$ cat config.mk
export PLATFORM = sky130hd
export DESIGN_NAME = result_mem_writer
export DESIGN_NICKNAME = d
export VERILOG_FILES = /design/src/rtl/result_mem_pkg.sv /design/src/rtl/result_word_fifo.sv /design/src/rtl/result_mem_writer.sv
export SDC_FILE = /design/constraint.sdc
export NUM_CORES = 1
export LEC_CHECK = 0
export ABC_CLOCK_PERIOD_IN_PS = 7410
export CORE_ASPECT_RATIO = 1.1
export CORE_MARGIN = 4
export CORE_UTILIZATION = 62
export CTS_CLUSTER_SIZE = 30
export DETAILED_ROUTE_END_ITERATION = 7
export MAX_ROUTING_LAYER = met4
export PLACE_DENSITY = 0.87
export RECOVER_POWER = 25
export SYNTH_ARGS = -nofsm -noshare
export SYNTH_HDL_FRONTEND = slang
export SYNTH_HIERARCHICAL = 1
export SYNTH_SLANG_ARGS = --single-unit
$ cat constraint.sdc
create_clock -name clk -period 7.41 [get_ports clk]
set_input_delay 0.741 -clock clk [delete_from_list [all_inputs] [get_ports clk]]
set_output_delay 0.741 -clock clk [all_outputs]
set_load 0.02 [all_outputs]
$ cat src/rtl/result_mem_pkg.sv
// Shared types for the result-memory writer: FIFO entry layout, FSM encodings
// and the byteenable helper used when a partial word is flushed.
package result_mem_pkg;

  localparam int BYTES_PER_WORD = 4;
  localparam int RES_ADDR_W     = 17;
  localparam int RES_DATA_W     = 32;
  localparam int MASK_W         = BYTES_PER_WORD + 1;

  typedef struct packed {
    logic [RES_ADDR_W-1:0]     addr;
    logic [RES_DATA_W-1:0]     data;
    logic [BYTES_PER_WORD-1:0] be;
    logic                      last;
  } res_entry_t;

  typedef enum logic {
    WAIT_SOF,
    IN_FRAME
  } frame_state_t;

  typedef enum logic {
    IDLE,
    WRITE
  } avl_state_t;

  // Contiguous low-lane byteenable for a word holding 'lanes' bytes (1..4).
  function automatic logic [BYTES_PER_WORD-1:0] lane_mask(input logic [2:0] lanes);
    logic [MASK_W-1:0] m;
    m = (MASK_W'(1) << lanes) - MASK_W'(1);
    return m[BYTES_PER_WORD-1:0];
  endfunction

endpackage

$ cat src/rtl/result_word_fifo.sv
// First-word-fall-through FIFO of packed result words; the head entry is
// visible combinationally whenever the FIFO is not empty.
module result_word_fifo
  import result_mem_pkg::*;
#(
  parameter int FIFO_DEPTH = 16
) (
  input  logic       clk,
  input  logic       reset_n,
  input  logic       push,
  input  res_entry_t push_data,
  input  logic       pop,
  output res_entry_t head,
  output logic       full,
  output logic       empty
);

  localparam int PTR_W = $clog2(FIFO_DEPTH);

  res_entry_t       mem [FIFO_DEPTH];
  logic [PTR_W-1:0] wr_ptr;
  logic [PTR_W-1:0] rd_ptr;
  logic [PTR_W:0]   count;
  logic             do_push;
  logic             do_pop;

  // A pop in the same cycle frees a slot, so a push into a full FIFO still lands.
  assign do_pop  = pop && !empty;
  assign do_push = push && (!full || do_pop);

  assign full  = (count == (PTR_W+1)'(FIFO_DEPTH));
  assign empty = (count == '0);
  assign head  = mem[rd_ptr];

  always_ff @(posedge clk or negedge reset_n) begin
    if (!reset_n) begin
      wr_ptr <= '0;
      rd_ptr <= '0;
      count  <= '0;
    end else begin
      if (do_push) wr_ptr <= wr_ptr + PTR_W'(1);
      if (do_pop)  rd_ptr <= rd_ptr + PTR_W'(1);
      count <= count + (PTR_W+1)'(do_push) - (PTR_W+1)'(do_pop);
    end
  end

  always_ff @(posedge clk) begin
    if (do_push) mem[wr_ptr] <= push_data;
  end

endmodule

$ cat src/rtl/result_mem_writer.sv
// Packs the 8-bit depth-map stream into little-endian 32-bit words and writes
// them to the result memory through an Avalon-MM master, FIFO-buffered.
module result_mem_writer
  import result_mem_pkg::*;
#(
  parameter int          DATA_WIDTH = 8,
  parameter int          AVL_DATA_W = 32,
  parameter int          ADDR_W     = 17,
  parameter int          FIFO_DEPTH = 16,
  parameter int unsigned BASE_ADDR  = 0
) (
  input  logic                  clk,
  input  logic                  reset_n,
  input  logic [DATA_WIDTH-1:0] data_i,
  input  logic                  data_valid_i,
  input  logic                  sop_i,
  input  logic                  eop_i,
  input  logic                  sof_i,
  input  logic                  eof_i,
  output logic [ADDR_W-1:0]     avl_address_o,
  output logic [AVL_DATA_W-1:0] avl_writedata_o,
  output logic [3:0]            avl_byteenable_o,
  output logic                  avl_write_o,
  input  logic                  avl_waitrequest_i,
  output logic                  frame_done_o,
  output logic                  overflow_o,
  input  logic                  clr_status_i
);

  frame_state_t          frame_state, frame_next;
  logic [1:0]            lane, lane_next;
  logic [AVL_DATA_W-1:0] acc, acc_next;
  logic [ADDR_W-1:0]     addr, addr_next;

  logic                  beat;
  logic [1:0]            cur_lane;
  logic [AVL_DATA_W-1:0] cur_acc;
  logic [ADDR_W-1:0]     cur_addr;
  logic [AVL_DATA_W-1:0] packed_word;

  logic                  push;
  res_entry_t            push_entry;
  res_entry_t            head;
  logic                  fifo_full;
  logic                  fifo_empty;

  avl_state_t            avl_state, avl_next;
  logic                  load;
  logic                  accept;
  logic                  cur_last;

  // sof always restarts packing, even mid-frame, so the partial word is lost.
  assign beat     = data_valid_i && (sof_i || frame_state == IN_FRAME);
  assign cur_lane = sof_i ? 2'd0 : lane;
  assign cur_acc  = sof_i ? '0 : acc;
  assign cur_addr = sof_i ? ADDR_W'(BASE_ADDR) : addr;
  assign packed_word = cur_acc
                     | (AVL_DATA_W'(data_i) << {cur_lane, 3'b000});

  always_ff @(posedge clk or negedge reset_n) begin
    if (!reset_n) begin
      frame_state <= WAIT_SOF;
      lane        <= '0;
      acc         <= '0;
      addr        <= ADDR_W'(BASE_ADDR);
    end else begin
      frame_state <= frame_next;
      lane        <= lane_next;
      acc         <= acc_next;
      addr        <= addr_next;
    end
  end

  always_comb begin
    frame_next = frame_state;
    lane_next  = lane;
    acc_next   = acc;
    addr_next  = addr;
    push       = 1'b0;
    push_entry = '0;
    if (beat) begin
      frame_next = eof_i ? WAIT_SOF : IN_FRAME;
      if (eof_i || cur_lane == 2'd3) begin
        push            = 1'b1;
        push_entry.addr = cur_addr;
        push_entry.data = packed_word;
        push_entry.be   = lane_mask({1'b0, cur_lane} + 3'd1);
        push_entry.last = eof_i;
        acc_next        = '0;
        lane_next       = '0;
        // Wraps modulo 2^ADDR_W; dropped words still consume their address.
        addr_next       = cur_addr + ADDR_W'(1);
      end else begin
        acc_next  = packed_word;
        lane_next = cur_lane + 2'd1;
        addr_next = cur_addr;
      end
    end
  end

  result_word_fifo #(
    .FIFO_DEPTH (FIFO_DEPTH)
  ) u_fifo (
    .clk       (clk),
    .reset_n   (reset_n),
    .push      (push),
    .push_data (push_entry),
    .pop       (accept),
    .head      (head),
    .full      (fifo_full),
    .empty     (fifo_empty)
  );

  assign accept = avl_write_o && !avl_waitrequest_i;
  assign load   = (avl_state == IDLE) && !fifo_empty;

  always_ff @(posedge clk or negedge reset_n) begin
    if (!reset_n) avl_state <= IDLE;
    else          avl_state <= avl_next;
  end

  always_comb begin
    avl_next = avl_state;
    case (avl_state)
      IDLE:    if (load)   avl_next = WRITE;
      WRITE:   if (accept) avl_next = IDLE;
      default: avl_next = IDLE;
    endcase
  end

  // The head entry stays in the FIFO until the slave accepts it.
  always_ff @(posedge clk or negedge reset_n) begin
    if (!reset_n) begin
      avl_address_o    <= '0;
      avl_writedata_o  <= '0;
      avl_byteenable_o <= '0;
      avl_write_o      <= 1'b0;
      cur_last         <= 1'b0;
      frame_done_o     <= 1'b0;
      overflow_o       <= 1'b0;
    end else begin
      if (load) begin
        avl_address_o    <= head.addr;
        avl_writedata_o  <= head.data;
        avl_byteenable_o <= head.be;
        avl_write_o      <= 1'b1;
        cur_last         <= head.last;
      end else if (accept) begin
        avl_write_o <= 1'b0;
      end
      frame_done_o <= accept && cur_last;
      if (push && fifo_full && !accept) overflow_o <= 1'b1;
      else if (clr_status_i)            overflow_o <= 1'b0;
    end
  end

endmodule

Word level (Yosys, flattened, before mapping). Memory sizes are Yosys's and may differ from the RTL's. A register that Yosys moved wholly into a read port is not among the register bits. Index checks and enable logic that the tools add are counted.

Register bits: 69. Bits in latches: 0. Memory bits (writable): 864. ROM bits: 0. Input port bits: 17. Output and inout port bits: 56. Word-level logic and storage cells: 65. Memories: 1.

$add $sub $neg: 8. Multipliers: 0. Div/mod/pow operators: 0. Magnitude comparators: 0. Equal/unequal tests: 2. Shift operators: 2. Multiplexer cells: 20. Bitwise logic cells: 2. Reduce and logical (&&, ||, !) cells: 19.

Memories: u_fifo.mem (depth 16, width 54, read ports 1, clocked after Yosys merged registers in 1, write ports 1, line result_word_fifo.sv:20) `res_entry_t mem [FIFO_DEPTH];`.

Operator list (number): 54-bit 2-to-1 mux (2); 32-bit 2-to-1 mux (2); 17-bit 2-to-1 mux (2); 32-bit bitwise OR (1); 8-bit by 5-bit << shifter with 32-bit output (1); 17-bit by 1-bit adder with 17-bit output (second input constant) (1); 1-bit 2-to-1 mux (11); 4-bit by 1-bit adder with 4-bit output (second input constant) (2); 1-bit logical AND (8); 5-bit by 1-bit adder with 5-bit output (1); 5-bit equality test (second input constant) (1); 1-bit logical NOT (5); 5-bit logical NOT (1); 5-bit by 1-bit subtractor with 5-bit output (1); 2-bit 2-to-1 mux (2); 2-bit nonzero test (2); 1-bit by 3-bit << shifter with 4-bit output (first input constant) (1); 4-bit by 2-bit subtractor with 4-bit output (second input constant) (1); 2-bit by 1-bit adder with 3-bit output (second input constant) (1); 1-bit logical OR (3); 2-bit by 1-bit adder with 2-bit output (second input constant) (1); 2-bit equality test (second input constant) (1); 1-bit case mux with 2 select lines (1); 1-bit NOT (1).

Longest topological paths before layout.
Depth after elaboration: 8. Mapped depth: 22. Depth with buffers taken out: 17.

Modules after synthesis. The synthesis kept the hierarchy.

Modules (own cells, without submodules): result_word_fifo (instances 1, cells each 1636, area an instance 33696.1 µm², seq. area each 26270.2 µm²); result_mem_writer (instances 1, cells each 469, area an instance 5203.7 µm², seq. area each 2752.6 µm²).

Worst setup path after synthesis. No wires, ideal clock.

Kind: input to register. Start point: input sof_i. End point: memory u_fifo/mem[3][0] in the netlist's numbering (enable). Setup time: 532 ps. Arrival: 6585 ps. Data required time: 6878 ps. Path slack: 293 ps. Cell stages on the path: 15. Path buffers: 6. Path through: buf_2 buf_2 buf_2 nor2b_1 ha_1 nor2_2 buf_4 inv_1 nand2_1 buf_2 inv_1 o21a_1 clkbuf_1 nand2_1 nor3_1.

Word-level cells in the longest chain between the ends: 8. Elaborated cells on any way between the ends: 10. Those cells by class: eq/ne: 1; mux: 5; reduce/logical: 4.

Ends and longest elaborated chain: start, declared (line result_mem_writer.sv:18) `input logic sof_i,`; 2-bit 2-to-1 mux (line result_mem_writer.sv:54) `assign cur_lane = sof_i ? 2'd0 : lane;`; 2-bit equality test (line result_mem_writer.sv:83) `if (eof_i || cur_lane == 2'd3) begin`; 1-bit logical OR (line result_mem_writer.sv:83); 1-bit 2-to-1 mux (line result_mem_writer.sv:83); 1-bit 2-to-1 mux * (line result_mem_writer.sv:81) `if (beat) begin`; via push (line result_mem_writer.sv:41) `logic push;`; 1-bit logical AND * (line result_word_fifo.sv:29) `assign do_push = push && (!full || do_pop);`; 1-bit 2-to-1 mux * (line result_word_fifo.sv:48) `if (do_push) mem[wr_ptr] <= push_data;`; 1-bit 2-to-1 mux (implied by the code) * (line result_word_fifo.sv:48); end, declared (line result_word_fifo.sv:20).

Mark *: on every way through the listed nets, which the timed path passes. The rest lies on a longest branch.

==> results.json <==
{
  "overflow": 0,
  "fin_crit_sh_pct": 78.6,
  "grt_pass1_wl_um": 141000,
  "start_util_pct": 62.5,
  "ff_latch_area_um2": 29000,
  "fin_skew_ps": 31.9,
  "ys_types": 54,
  "clock_latency_ps": 660,
  "clk_pin_slew_ps": 70,
  "cts_buffers": 91,
  "place.gp.congestion": 0.839,
  "area_growth_pct": 12.2,
  "status": "complete, but fails checks",
  "setup.worst_path.class": "flop to flop",
  "max_freq_mhz": 172,
  "synth_seq_cells": 987,
  "synth_top_area_share_pct": 66.7,
  "cp-startpoint": "u_fifo/rd_ptr[1]",
  "worstReg2RegStart": "u_fifo/rd_ptr[1]",
  "cp-start-kind": "flop",
  "yosys-top-cells-area": "edfxtp_1 67%, dfrtp_1 7.9%, mux4_2 6.3%",
  "hp-class": "flop to flop",
  "synth-xor-area-share_pct": 0.450,
  "synthSimpleGateAreaFrac_pct": 3.34,
  "syn-cell-area_um2": 38900,
  "die_h_um": 271,
  "holdWs_ps": 493,
  "path_max_fanout": 55,
  "finalInstanceArea_um2": 43700,
  "yosysTopAreaCell": "edfxtp_1",
  "layout-drive-gt1-share_pct": 16.8,
  "tightest_slew_ps": 4230,
  "wire_per_inst_um": 30.5,
  "synth-edff-count": 864,
  "nNetsFinal": 2212,
  "syn_nets": 2138,
  "relSlewSlack_pct": -182,
  "cts_root_buf": "clkbuf_16",
  "cts_sinks": 987,
  "peakVddDrop_mv": 0.322,
  "core-area_um2": 62200,
  "end_kind": "flop",
  "yosysWarnings": 6,
  "hp-start": "avl_state",
  "grt_setup_unrepaired": "false",
  "synth.area.mux_share_pct": 13.5,
  "final_cells": 3092,
  "grt.total_usage_pct": 29.4,
  "swShare_pct": 30.6,
  "die_w_um": 247,
  "grt_max_degree": 119,
  "cts_resized": 0,
  "drt_drc_violations_left": 0,
  "tritoncts": "built",
  "pre_cts_ws_ps": 2440,
  "antenna_found_initial": 3,
  "arrival_ps": 6420,
  "ys_dominant_reg_cell": "edfxtp_1",
  "synthCells": 2105,
  "fill_cells": 3471,
  "dpl_cell_area_um2": 40400,
  "vias_per_cell": 6.96,
  "finalSetupViolations": 0,
  "clkPwrFrac_pct": 31.4,
  "tns_ps": 0,
  "pwr-share-comb_pct": 27.5,
  "max_cap_viol_count": 7,
  "period_minus_slack_ps": 5820,
  "postLayoutCoreUtil_pct": 70.2,
  "finalPower_mw": 16.3,
  "h-tree-depth": 3,
  "die_area_um2": 66800,
  "std_cell_rows": 96,
  "yosysSeqAreaShare_pct": 74.6,
  "power_density_nw_per_um2": 374,
  "synth_compound_area_share_pct": 5.60,
  "fin_ws_ps": 1590,
  "io_buffers": 70,
  "drt-initial-drc-count": 3316,
  "postCtsHoldBufs": 0,
  "clockBufferDepth": 3,
  "synth_commonest_cells": "864 x edfxtp_1, 220 x mux2i_1, 123 x dfrtp_1",
  "yosys.cell_count.top_type": "edfxtp_1",
  "ios": 73,
  "synth_top_family_by_area": "multiplexers",
  "slew_violations": 333,
  "dp_hpwl_um": 47600,
  "postCtsSetupBuffers": 0,
  "grt_pass1_vias": 22214,
  "dr.pass1.iters": 8,
  "power_leakage_nw": 15.4,
  "synth_area_per_cell_um2": 18.5,
  "crit_required_ps": 8010,
  "seqPwrFrac_pct": 41.0,
  "vias": 21513,
  "intPower_mw": 11.3,
  "multi_input_area_um2": 9190,
  "async_flop_share_pct": 12.5,
  "routed_wl_um": 94200,
  "hold_violations": 0,
  "dpl.cell_count": 2919,
  "postRouteAntennaNets": 0,
  "power.switching_mw": 5.00,
  "synth_fa_ha_area_share_pct": 0.534,
  "violations": "max-capacitance violations, max-slew violations"
}
==> layout make-up <==
cell class	instances	share of cell area [%]
diodes	3	0.0172
clock buffers	116	5.83
clock inverters	54	1.77
inverters	18	0.155
multi-input cells	972	21.1
flip-flops and latches	987	66.5
well taps	833	2.39
repair buffers	109	2.28
==> metal layers <==
metal,vias up,GRT usage [%],share of wire [%]
met3,308,5.58,12
met5,-,-,0
met2,1729,46.4,50
met4,0,11.8,4.1
li1,8633,-,-
met1,10843,38.5,34
==> power by group through the flow <==
stage          Sequential (mW)  Combinational (mW)  Clock, mW
3_3_place_gp              6.78                4.27          0
2_1_floorplan             6.84                3.00          0
6_report                  6.70                4.50       5.13
4_1_cts                   6.71                4.49       5.17
5_1_grt                   6.74                4.71       5.42
3_5_place_dp              6.81                4.39          0
==> path summary, 6_finish.rpt <==
path	endpoint	cells after the start	slack, ps
max	avl_writedata_o[3]	7	1590
min	avl_state	1	490
max reg2reg	avl_writedata_o[3]	7	1590
min reg2reg	avl_state	1	490
max in group asynchronous	u_fifo/rd_ptr[0]	2	2320
min in group asynchronous	avl_writedata_o[3]	1	1580
==> cells in the final DEF (no fill, tap or decap), types with 35 or more instances in the layout <==
master	netlist	routed
dfrtp_1	123	119
edfxtp_1	864	864
nor2_1	59	47
a21oi_1	35	35
mux2_2	54	53
a22oi_1	54	54
dlygate4sd3_1	0	56
clkbuf_16	0	94
o21ai_0	60	60
mux4_2	108	108
nand2_1	89	89
mux2i_1	220	220
a221oi_1	108	108
==> worst max-delay path, stage by stage, from the launching register on <==
cell and delay (ps):
dfrtp_4 790, clkbuf_1 2550, nor2b_4 10, clkbuf_2 990
a221oi_1 830, o21ai_0 170, nand2_1 190, mux2_2 170
==> sequential cells by signal, indices dropped and copies added (netlist names) <==
signal	cells
avl_byteenable_o	4
u_fifo/rd_ptr	4
avl_address_o	17
frame_done_o	1
addr	17
lane	2
avl_write_o	1
frame_state	1
avl_state	1
acc	32
u_fifo/mem	864
cur_last	1
avl_writedata_o	32
u_fifo/count	5
u_fifo/wr_ptr	4
overflow_o	1
==> logic make-up (layout without fill, tap and decap cells) <==
logic type / Yosys count / count (layout)
flip-flops: 987 / 987
adder cells (fa/ha/maj): 16 / 16
XOR/XNOR: 20 / 20
other: 0 / 3
AND/OR/NAND/NOR: 254 / 254
multiplexers: 383 / 383
buffers and inverters: 146 / 297
AO/OA/AOI/OAI: 299 / 299
Note: power is estimated with default switching activity, not from simulation.
